## config.mk

```make
export PLATFORM = sky130hd
export DESIGN_NAME = serial_adder_ctrl
export DESIGN_NICKNAME = d
export VERILOG_FILES = /design/src/rtl/serial_adder_ctrl.sv
export SDC_FILE = /design/constraint.sdc
export NUM_CORES = 1
export LEC_CHECK = 0
export ABC_CLOCK_PERIOD_IN_PS = 5100
export BUFFER_PORTS_ARGS = -buffer_cell sky130_fd_sc_hd__buf_4
export CAP_MARGIN = 20
export CORE_MARGIN = 2
export CORE_UTILIZATION = 50
export CTS_CLUSTER_DIAMETER = 50
export DETAILED_ROUTE_END_ITERATION = 7
export GPL_ROUTABILITY_DRIVEN = 0
export PLACE_DENSITY = 0.74
export SLEW_MARGIN = 25
export SYNTH_ARGS = -nofsm -noshare
export SYNTH_HDL_FRONTEND = slang
export SYNTH_SLANG_ARGS = --single-unit
```

## constraint.sdc

```tcl
create_clock -name clk_i -period 5.1 [get_ports clk_i]
set_input_delay 1.02 -clock clk_i [delete_from_list [all_inputs] [get_ports clk_i]]
set_output_delay 1.02 -clock clk_i [all_outputs]
set_load 0.1 [all_outputs]
```

## src/rtl/serial_adder_ctrl.sv

```systemverilog
// Bit-serial adder sequencer: one full-adder cell stepped LSB-first,
// operands taken and the result returned over valid/ready handshakes.
module adder (
    input  logic carry_i,
    input  logic a_i,
    input  logic b_i,
    output logic carry_o,
    output logic sum_o
);

    assign sum_o   = a_i ^ b_i ^ carry_i;
    assign carry_o = (a_i & b_i) | (carry_i & (a_i ^ b_i));

endmodule

module serial_adder_ctrl #(
    parameter int WIDTH = 8
) (
    input  logic             clk_i,
    input  logic             rst_i,
    input  logic             valid_i,
    output logic             ready_o,
    input  logic [WIDTH-1:0] a_i,
    input  logic [WIDTH-1:0] b_i,
    input  logic             carry_i,
    output logic             valid_o,
    input  logic             ready_i,
    output logic [WIDTH-1:0] sum_o,
    output logic             carry_o,
    output logic             busy_o
);

    localparam int CW = (WIDTH > 1) ? $clog2(WIDTH) : 1;
    localparam logic [CW-1:0] LAST = CW'(WIDTH - 1);

    typedef enum logic [1:0] {
        IDLE,
        RUN,
        DONE
    } state_t;

    state_t           state;
    state_t           next;
    logic [WIDTH-1:0] a_q;
    logic [WIDTH-1:0] b_q;
    logic [WIDTH-1:0] res;
    logic [CW-1:0]    cnt;
    logic             cy;
    logic             cell_sum;
    logic             cell_cy;
    logic             accept;
    logic             last;

    assign accept = valid_i && ready_o;
    assign last   = (cnt == LAST);

    adder u_cell (
        .carry_i (cy),
        .a_i     (a_q[cnt]),
        .b_i     (b_q[cnt]),
        .carry_o (cell_cy),
        .sum_o   (cell_sum)
    );

    always_ff @(posedge clk_i) begin
        if (rst_i) begin
            state <= IDLE;
        end else begin
            state <= next;
        end
    end

    always_comb begin
        next = state;
        unique case (state)
            IDLE:    if (accept) next = RUN;
            RUN:     if (last) next = DONE;
            DONE:    if (ready_i) next = IDLE;
            default: next = IDLE;
        endcase
    end

    // ready_o drops with rst_i itself so a reset edge never doubles as an accept
    always_comb begin
        ready_o = (state == IDLE) && !rst_i;
        valid_o = (state == DONE);
        busy_o  = (state != IDLE);
        sum_o   = res;
        carry_o = cy;
    end

    always_ff @(posedge clk_i) begin
        if (rst_i) begin
            a_q <= '0;
            b_q <= '0;
            res <= '0;
            cnt <= '0;
            cy  <= 1'b0;
        end else begin
            unique case (state)
                IDLE: begin
                    if (accept) begin
                        a_q <= a_i;
                        b_q <= b_i;
                        cy  <= carry_i;
                        res <= '0;
                        cnt <= '0;
                    end
                end
                RUN: begin
                    res[cnt] <= cell_sum;
                    cy       <= cell_cy;
                    cnt      <= cnt + 1'b1;
                end
                default: ;
            endcase
        end
    end

endmodule

```

Word-level counts from Yosys, hierarchy flattened
Cells that the tools add are included.
- register bits after elaboration: 30
- output and inout port bits: 12
- logic and storage cells: 47
- $add $sub $neg: 1
- magnitude comparators: 2
- eq/ne operators: 6
- muxes and demuxes: 17
- bitwise operators: 5
- reduce and logical (&&, ||, !) cells: 10
- operators with widths (kind ; count):
    $pmux 8 s2 ; 1
    $bwmux 8 ; 1
    $mux 8 ; 1
    $bmux 1 s3 ; 2
    $mux 2 ; 3
    $pmux 2 s3 ; 1
    $pmux 3 s2 ; 1
    $lt 3x4->1 const B ; 1
    $mux 1 ; 4
    $ne 2x2->1 const B ; 2
    $reduce_and 2->1 ; 2
    $reduce_bool 2->1 ; 2
    $add 3x1->3 const B ; 1
    $demux 1 s3 ; 1
    $eq 3x3->1 const B ; 1
    $ge 3x1->1 const B ; 1
    $logic_and 1x1->1 ; 3
    $mux 3 ; 1
    $reduce_and 3->1 ; 1
    $and 1x1->1 ; 2
    $eq 2x1->1 const B ; 1
    $eq 2x2->1 const B ; 1
    $logic_not 2->1 ; 1
    $ne 2x1->1 const B ; 1
    4 further kinds ; 5

Longest topological paths before layout
Gate-level depths: netlist of run 1.
- depth in word-level cells: 6
- mapped depth: 8

Cells and area by module
Synthesis of run 1 repeated with hierarchy kept, for this count alone.
- cells, all modules: 163
- area total of the unflattened synthesis: 1502.7 um^2
- modules (own cells, without submodules) (module ; instances ; cells an instance ; area an instance (um^2) ; seq. area each (um^2)):
    serial_adder_ctrl ; 1 ; 162 ; 1482.7 ; 600.6
    adder ; 1 ; 1 ; 20.0 ; 0.0

Least setup slack after synthesis of run 1
Ideal clock, no wire load.
- path kind: input-to-output
- from: input port rst_i
- to: output port ready_o
- arrival time: 2665 ps
- required time: 4080 ps
- path slack: 1415 ps
- stages: 3
- path buffers: 2
- path through: buf_2 > clkbuf_1 > nor2_1
- longest elaborated chain between the ends: 2
- ends and longest elaborated chain (element ; line ; source):
    start, declared ; 20 ; input logic rst_i,
    $logic_not 1->1 ; 85 ; ready_o = (state == IDLE) && !rst_i;
    $logic_and 1x1->1 ; 85 ;
    end, declared ; 22 ; output logic ready_o,
No other way between the ends.

Worst setup path after layout of run 1
- from: register cnt[2]
- to: register res[5], in the netlist sum_o[5]
- longest elaborated chain between the ends: 6
- elaborated cells on any way between the ends: 13
- ends and longest elaborated chain (element ; line ; source):
    start, declared ; 47 ; logic [CW-1:0] cnt;
    start signal, assigned ; 113 ; cnt <= cnt + 1'b1;
    $lt 3x4->1 (implied by the code) (tied with other cells) ; 111 ; res[cnt] <= cell_sum;
    $logic_and 1x1->1 (implied by the code) (tied with other cells) ; 111 ;
    $mux 1 (implied by the code) / $xor 1x1->1 (equally long branches) ; 111, 11 ;
    $demux 1 s3 / $xor 1x1->1 (equally long branches) ; 111, 11 ;
    $bwmux 8 (*) ; 111 ;
    $pmux 8 s2 (*) ; 100 ; unique case (state)
    end signal, assigned by index ; 111 ;
    end, declared ; 46 ; logic [WIDTH-1:0] res;
Mark *: on every way between the ends. The rest lies on a longest branch, timed or not. The select of a mux whose other input is x is not followed.
A chain may end at the register's enable or synchronous reset.

==> results of run 1 <==
-- Yosys cell counts, types with 2 or more instances --
cell type  count  area (sq um)
nand2_1       38           143
buf_2          4          20.0
a22o_1         4          35.0
nand2b_1       2          12.5
inv_1          7          26.3
nor2b_1        6          37.5
nand3_1       17          85.1
nor3_1         4          20.0
nor3b_1        4          30.0
buf_4          3          22.5
ha_1           2          25.0
nor2_1         4          15.0
clkbuf_1       7          26.3
a21oi_1        3          15.0
o21ai_0        2          10.0
o311ai_0       2          17.5
o31ai_1        2          15.0
a22oi_1        2          15.0
mux2i_1       10           100
dfxtp_1       30           601
nand3b_1       9          67.6
o32ai_1        2          17.5
-- metrics by stage --
step,total power [uW],area (sq um),instances
2_1_floorplan,332,1520,180
3_3_place_gp,353,1720,228
3_5_place_dp,357,1730,229
4_1_cts,530,1810,237
5_1_grt,551,1810,237
6_report,530,1810,237
-- flip-flops by register name, summed over array words and instances (netlist names) --
register and cells:
carry_o 1, b_q 8, sum_o 8, a_q 8, state 2, cnt 3
-- cell type report --
cell class,instances,area (sq um)
multi-input cells,127,811
well taps,31,38.8
repair buffers,33,251
fillers,274,1020
flip-flops and latches,30,601
clock buffers,8,78.8
inverters,8,30.0
-- worst register-to-register path: cells and delay by family, from the launching register on --
family / cells / cell delay [ns]
AO/OA/AOI/OAI: 1 / 0.17
adder cells (fa/ha/maj): 1 / 0.48
flip-flops: 1 / 0.80
AND/OR/NAND/NOR: 4 / 1.17
multiplexers: 1 / 0.30
-- kinds of logic (layout without fill, tap and decap cells) --
group           Yosys count  after routing  share of synthesized area
simple gates             91             91                      0.320
flops                    30             30                      0.395
compound gates           23             23                      0.116
buf+inv                  23             49                     0.0725
mux                      10             10                     0.0659
fa+ha+maj                 3              3                     0.0297
-- path summary, 6_finish.rpt --
path         startpoint  endpoint  slack (ns)  cells past startpoint
max reg2reg      cnt[2]  sum_o[5]        2.09                      7
min reg2reg      b_q[0]    b_q[0]        0.46                      2
min              b_q[0]    b_q[0]        0.46                      2
max              cnt[2]  sum_o[5]        2.09                      7
-- power groups by stage --
stage                     registers, uW  clock network, uW  logic [uW]
after global routing                263                189        99.2
after detailed placement            265                  0        91.6
after floorplan                     272                  0        59.9
final                               260                178        91.3
after global placement              265                  0        88.3
after CTS                           260                178        91.9
-- layer usage --
layer	vias up	GRT usage	routed length [um]
li1	676	-	-
met1	615	0.249	1480
met5	-	0	0
met3	5	0.0721	137
met2	30	0.349	1530
met4	0	0.0584	44
==> metrics.txt, run 1 <==
run status=completed; post-DP HPWL=2200 um; Max Transition Viols Final=0; Power Density=293 mW/mm^2; Psw=153 uW; CP Class=reg2reg; leakage=0.000764 uW; final clock skew=0.00742 ns; Seq pwr share=0.492; vias in the first global route=1276; Logic pwr share=0.172; Max stage delay on crit path=0.80 ns; initial antenna violation count=0; Worst Setup End Kind=flip-flop; Final Core Density=0.640; syn avg cell area=8.44 sq um; average wire per standard cell=13.5 um; Post-Synthesis Cell Area=0.00152 sq mm; DRC Markers=0; H-tree depth=2; Clock power frac=0.336; worst path required time=5.35 ns; setup tns final=0 ns; post-cts resize count=0; antenna viol nets, final=0; Seq/Total Area, Yosys=0.395; P&R area growth vs syn=19.2%; Worst Max-Slew Pin Slew=0.723 ns; Port Buffers=32; buffers and inverters on the worst path=0; crit path max fanout=24; largest net degree at the start of global routing=25; period utilization=0.590; Top delay family on crit path=simple AND/OR/NAND/NOR gates; Hold Fails Final Rpt=0; Die Wd=59.1 um; CTS root buf=clkbuf_4; GRT overflow=0; Achievable Freq=0.332 GHz; Vias/cell=5.59; first-pass GRT wire length=5490 um; final worst slack=2.09 ns; minimum clock period=3.01 ns; Critical Path AT=3.26 ns; minimum hold slack=0.461 ns; Core Rows=19; clk_lat worst skew=0.34 ns; Mapped Nets=204; CTS Sinks=30; Cell Chain, Critical Path=mux2i_1 > nor2_1 > nor4_1 > fa_1 > nor4b_2 > nand2_1 > o32ai_1; synthesized flop and latch total=30; post-CTS setup buffers=0; fraction of registers with async set/reset=0; crit path max-delay cell type=dfxtp_1; Vias=1326; Switching Share=0.289; total CTS buffers=5; I/O pin total=33; Post-Route WL=3200 um; ys flop type=dfxtp_1; RSZ-0062 raised after global routing=false; drt pass-1 iters=4; number of max-cap violations=0; CTS tree=built; CP Launch Type=flip-flop; Post-synth EDFFs=0; Synth warnings=0; Final nets=229; Initial DRC Count=63; max_slew headroom=0.517; Clock Tree Buf Depth=2; Initial Util=0.537; Distinct cells, synth=38; dpl ws=2.15 ns; clock-pin slew on the worst setup and hold paths=0.10 ns; Final setup viols=0; leading cell type in the layout, fill and taps excluded=nand2_1; P_int=376 uW; ANT cells=0; most frequent cells in the layout=nand2_1 (38), buf_4 (32), dfxtp_1 (30), nand3_1 (17), mux2i_1 (10); share of cells above drive strength 1=0.218; Die Y=59.1 um; CORE AREA=0.00283 sq mm; Peak VDD IR=0.000200 V; Hold-fix buffers, CTS=0; Gate Count Post-Synth=180; die area=0.00349 sq mm; Hold Crit Class=reg2reg; Tot GR Track Use=0.207
No activity file was read; power rests on OpenSTA's default activity.
==> run 2: changes to the inputs <==
--- a/config.mk
+++ b/config.mk
@@ -5,7 +5,8 @@
 export SDC_FILE = /design/constraint.sdc
 export NUM_CORES = 1
 export LEC_CHECK = 0
-export ABC_CLOCK_PERIOD_IN_PS = 5100
+export ABC_AREA = 1
+export ABC_CLOCK_PERIOD_IN_PS = 3100
 export BUFFER_PORTS_ARGS = -buffer_cell sky130_fd_sc_hd__buf_4
 export CAP_MARGIN = 20
 export CORE_MARGIN = 2
@@ -13,7 +14,7 @@
 export CTS_CLUSTER_DIAMETER = 50
 export DETAILED_ROUTE_END_ITERATION = 7
 export GPL_ROUTABILITY_DRIVEN = 0
-export PLACE_DENSITY = 0.74
+export PLACE_DENSITY = 0.75
 export SLEW_MARGIN = 25
 export SYNTH_ARGS = -nofsm -noshare
 export SYNTH_HDL_FRONTEND = slang
==> constraint.sdc (replaced) <==
create_clock -name clk_i -period 3.1 [get_ports clk_i]
set_input_delay 0.62 -clock clk_i [delete_from_list [all_inputs] [get_ports clk_i]]
set_output_delay 0.62 -clock clk_i [all_outputs]
set_load 0.1 [all_outputs]
==> run 2 against run 1 <==
Against the previous run:
- critical path depth up 2
- hold slack improved by 0.0039 ns
- wire length grew 0.78%
- sequential power is 63% higher
- final cell count up 13%
- sequential cell count is the same
- die area is 3.1% lower
- register-to-register slack worse by 1.6 ns
- critical path type unchanged
==> metrics.txt, run 2 <==
Hold-fix buffers, CTS=0; GRT overflow=0; crit path max fanout=15; Distinct cells, synth=23; RSZ-0062 raised after global routing=false; share of cells above drive strength 1=0.199; Hold Fails Final Rpt=0; Final setup viols=0; Critical Path AT=2.83 ns; reg-to-reg slack, setup=0.53 ns; period utilization=0.830; Clock Tree Buf Depth=2; syn avg cell area=6.99 sq um; vias in the first global route=1399; setup tns final=0 ns; most frequent cell after synthesis=nand2_1; H-tree depth=2; Psw=264 uW; Post-synth EDFFs=0; CTS Sinks=30; fill count=266; most frequent cells after synthesis=nand2_1 (64), nand3_1 (40), dfxtp_1 (30); Worst Max-Slew Pin Slew=0.480 ns; worst r2r path cells=9; Die Y=58.2 um; I/O pin total=33; run status=completed; area leader, netlist=dfxtp_1; Max Transition Viols Final=0; Switching Share=0.317; total CTS buffers=5; most frequent cells in the layout=nand2_1 (64), nand3_1 (40), buf_4 (34), dfxtp_1 (30), a21oi_1 (21); Logic pwr share=0.217; Gate Count Post-Synth=210; post-DP HPWL=2270 um; minimum hold slack=0.465 ns; Mapped Nets=234; largest net degree at the start of global routing=20; drt pass-1 iters=4; Worst Setup End Kind=flip-flop; Synth warnings=0; final clock skew=0.0102 ns; average wire per standard cell=12.1 um; Worst R2R End=sum_o[5]; ANT cells=0; minimum clock period=2.57 ns; die area=0.00339 sq mm; Initial DRC Count=50; Worst Hold End=sum_o[5]; initial antenna violation count=0; Hold Crit Class=reg2reg; Seq pwr share=0.509; synthesized flop and latch total=30; Clock power frac=0.274; fraction of registers with async set/reset=0; CORE AREA=0.00278 sq mm; Vias/cell=5.51; post-cts resize count=0; top-area cell type share of the netlist area=0.409; Peak VDD IR=0.000452 V; Post-Route WL=3230 um; first-pass GRT wire length=5840 um; clock-pin slew on the worst setup and hold paths=0.09 ns; Die Wd=58.2 um; ranking of synthesized cells by area=dfxtp_1 (41%), nand2_1 (16%), nand3_1 (14%); Vias=1472; hold path start=sum_o[5]; clk_lat worst skew=0.33 ns; R2R Path Start=cnt[1]; leading cell type in the layout, fill and taps excluded=nand2_1; Power Density=477 mW/mm^2; Final nets=261; CTS tree=built; Achievable Freq=0.389 GHz; Initial Util=0.528; P&R area growth vs syn=18.8%; Core Rows=19; P_int=568 uW; CTS root buf=clkbuf_4; CP Launch Type=flip-flop; Post-Synthesis Cell Area=0.00147 sq mm; antenna viol nets, final=0; CP Class=reg2reg; Tot GR Track Use=0.223; ys flop type=dfxtp_1; worst path required time=3.36 ns; Port Buffers=32; Seq/Total Area, Yosys=0.409; leakage=0.000776 uW; number of max-cap violations=0; Hold Path Cell Cnt=2; max_slew headroom=0.680; post-CTS setup buffers=0; DRC Markers=0
-- run 2: cell types whose count changed after synthesis, moves of 3 or more --
cell | before | now
a21oi_1 | 3 | 21
a22o_1 | 4 | 0
buf_2 | 4 | 7
buf_4 | 3 | 0
inv_1 | 7 | 10
mux2i_1 | 10 | 0
nand2_1 | 38 | 64
nand3_1 | 17 | 40
nand3b_1 | 9 | 0
nand4_1 | 1 | 8
nor2b_1 | 6 | 0
nor3_1 | 4 | 1
nor3b_1 | 4 | 0
o21ai_0 | 2 | 6
-- run 2: logic make-up after synthesis --
group | synth area share
flops | 0.409
fa+ha+maj | 0.0307
simple gates | 0.384
compound gates | 0.0988
buf+inv | 0.0775
-- run 2: stage by stage --
stage | setup slack, ns | instances | power [uW] | area [sq um] | utilization
CTS | 0.593 | 267 | 838 | 1750 | 0.628
finish | 0.526 | 267 | 832 | 1750 | 0.628
global placement | 0.685 | 261 | 608 | 1690 | 0.609
floorplan | 0.762 | 210 | 567 | 1470 | -
detailed placement | 0.629 | 261 | 613 | 1690 | 0.609
global route | 0.261 | 267 | 875 | 1750 | 0.628
-- run 2: worst max path at each step --
stage / slack, ns / to / cells after the start / startpoint
floorplan: 0.76 / ready_o / 4 / state[1]
global placement: 0.68 / sum_o[5] / 9 / cnt[1]
detailed placement: 0.63 / sum_o[5] / 9 / cnt[1]
CTS: 0.59 / sum_o[5] / 9 / cnt[1]
global route: 0.26 / sum_o[5] / 9 / cnt[1]
finish: 0.53 / sum_o[5] / 9 / cnt[1]
-- run 2: per-layer routing --
layer  global-route usage  up-vias  wire length (um)
met1                0.261      666              1360
met2                0.383       51              1670
met5                    0        -                 0
li1                     -      751                 -
met3               0.0759        4               165
met4               0.0698        0                31
-- run 2: power groups by stage --
stage	registers, uW	logic [uW]	clock network, uW
floorplan	441	126	0
global placement	432	177	0
detailed placement	432	180	0
CTS	423	181	234
global route	427	201	247
finish	424	180	228
-- run 2: final cells by class --
cell class / count / area [sq um] / area share
multi-input cells: 154 / 754 / 0.432
inverters: 12 / 45.0 / 0.0258
repair buffers: 34 / 255 / 0.146
flip-flops and latches: 30 / 601 / 0.344
well taps: 31 / 38.8 / 0.0222
clock buffers: 6 / 51.3 / 0.0294
-- run 2: critical path, stage by stage, from the launching register on --
cell	delay [ns]
dfxtp_1	0.62
inv_1	0.30
a21oi_1	0.18
o21ai_0	0.09
nand2_1	0.09
inv_1	0.05
fa_1	0.44
nor2_1	0.38
nand4_1	0.19
a21oi_1	0.17
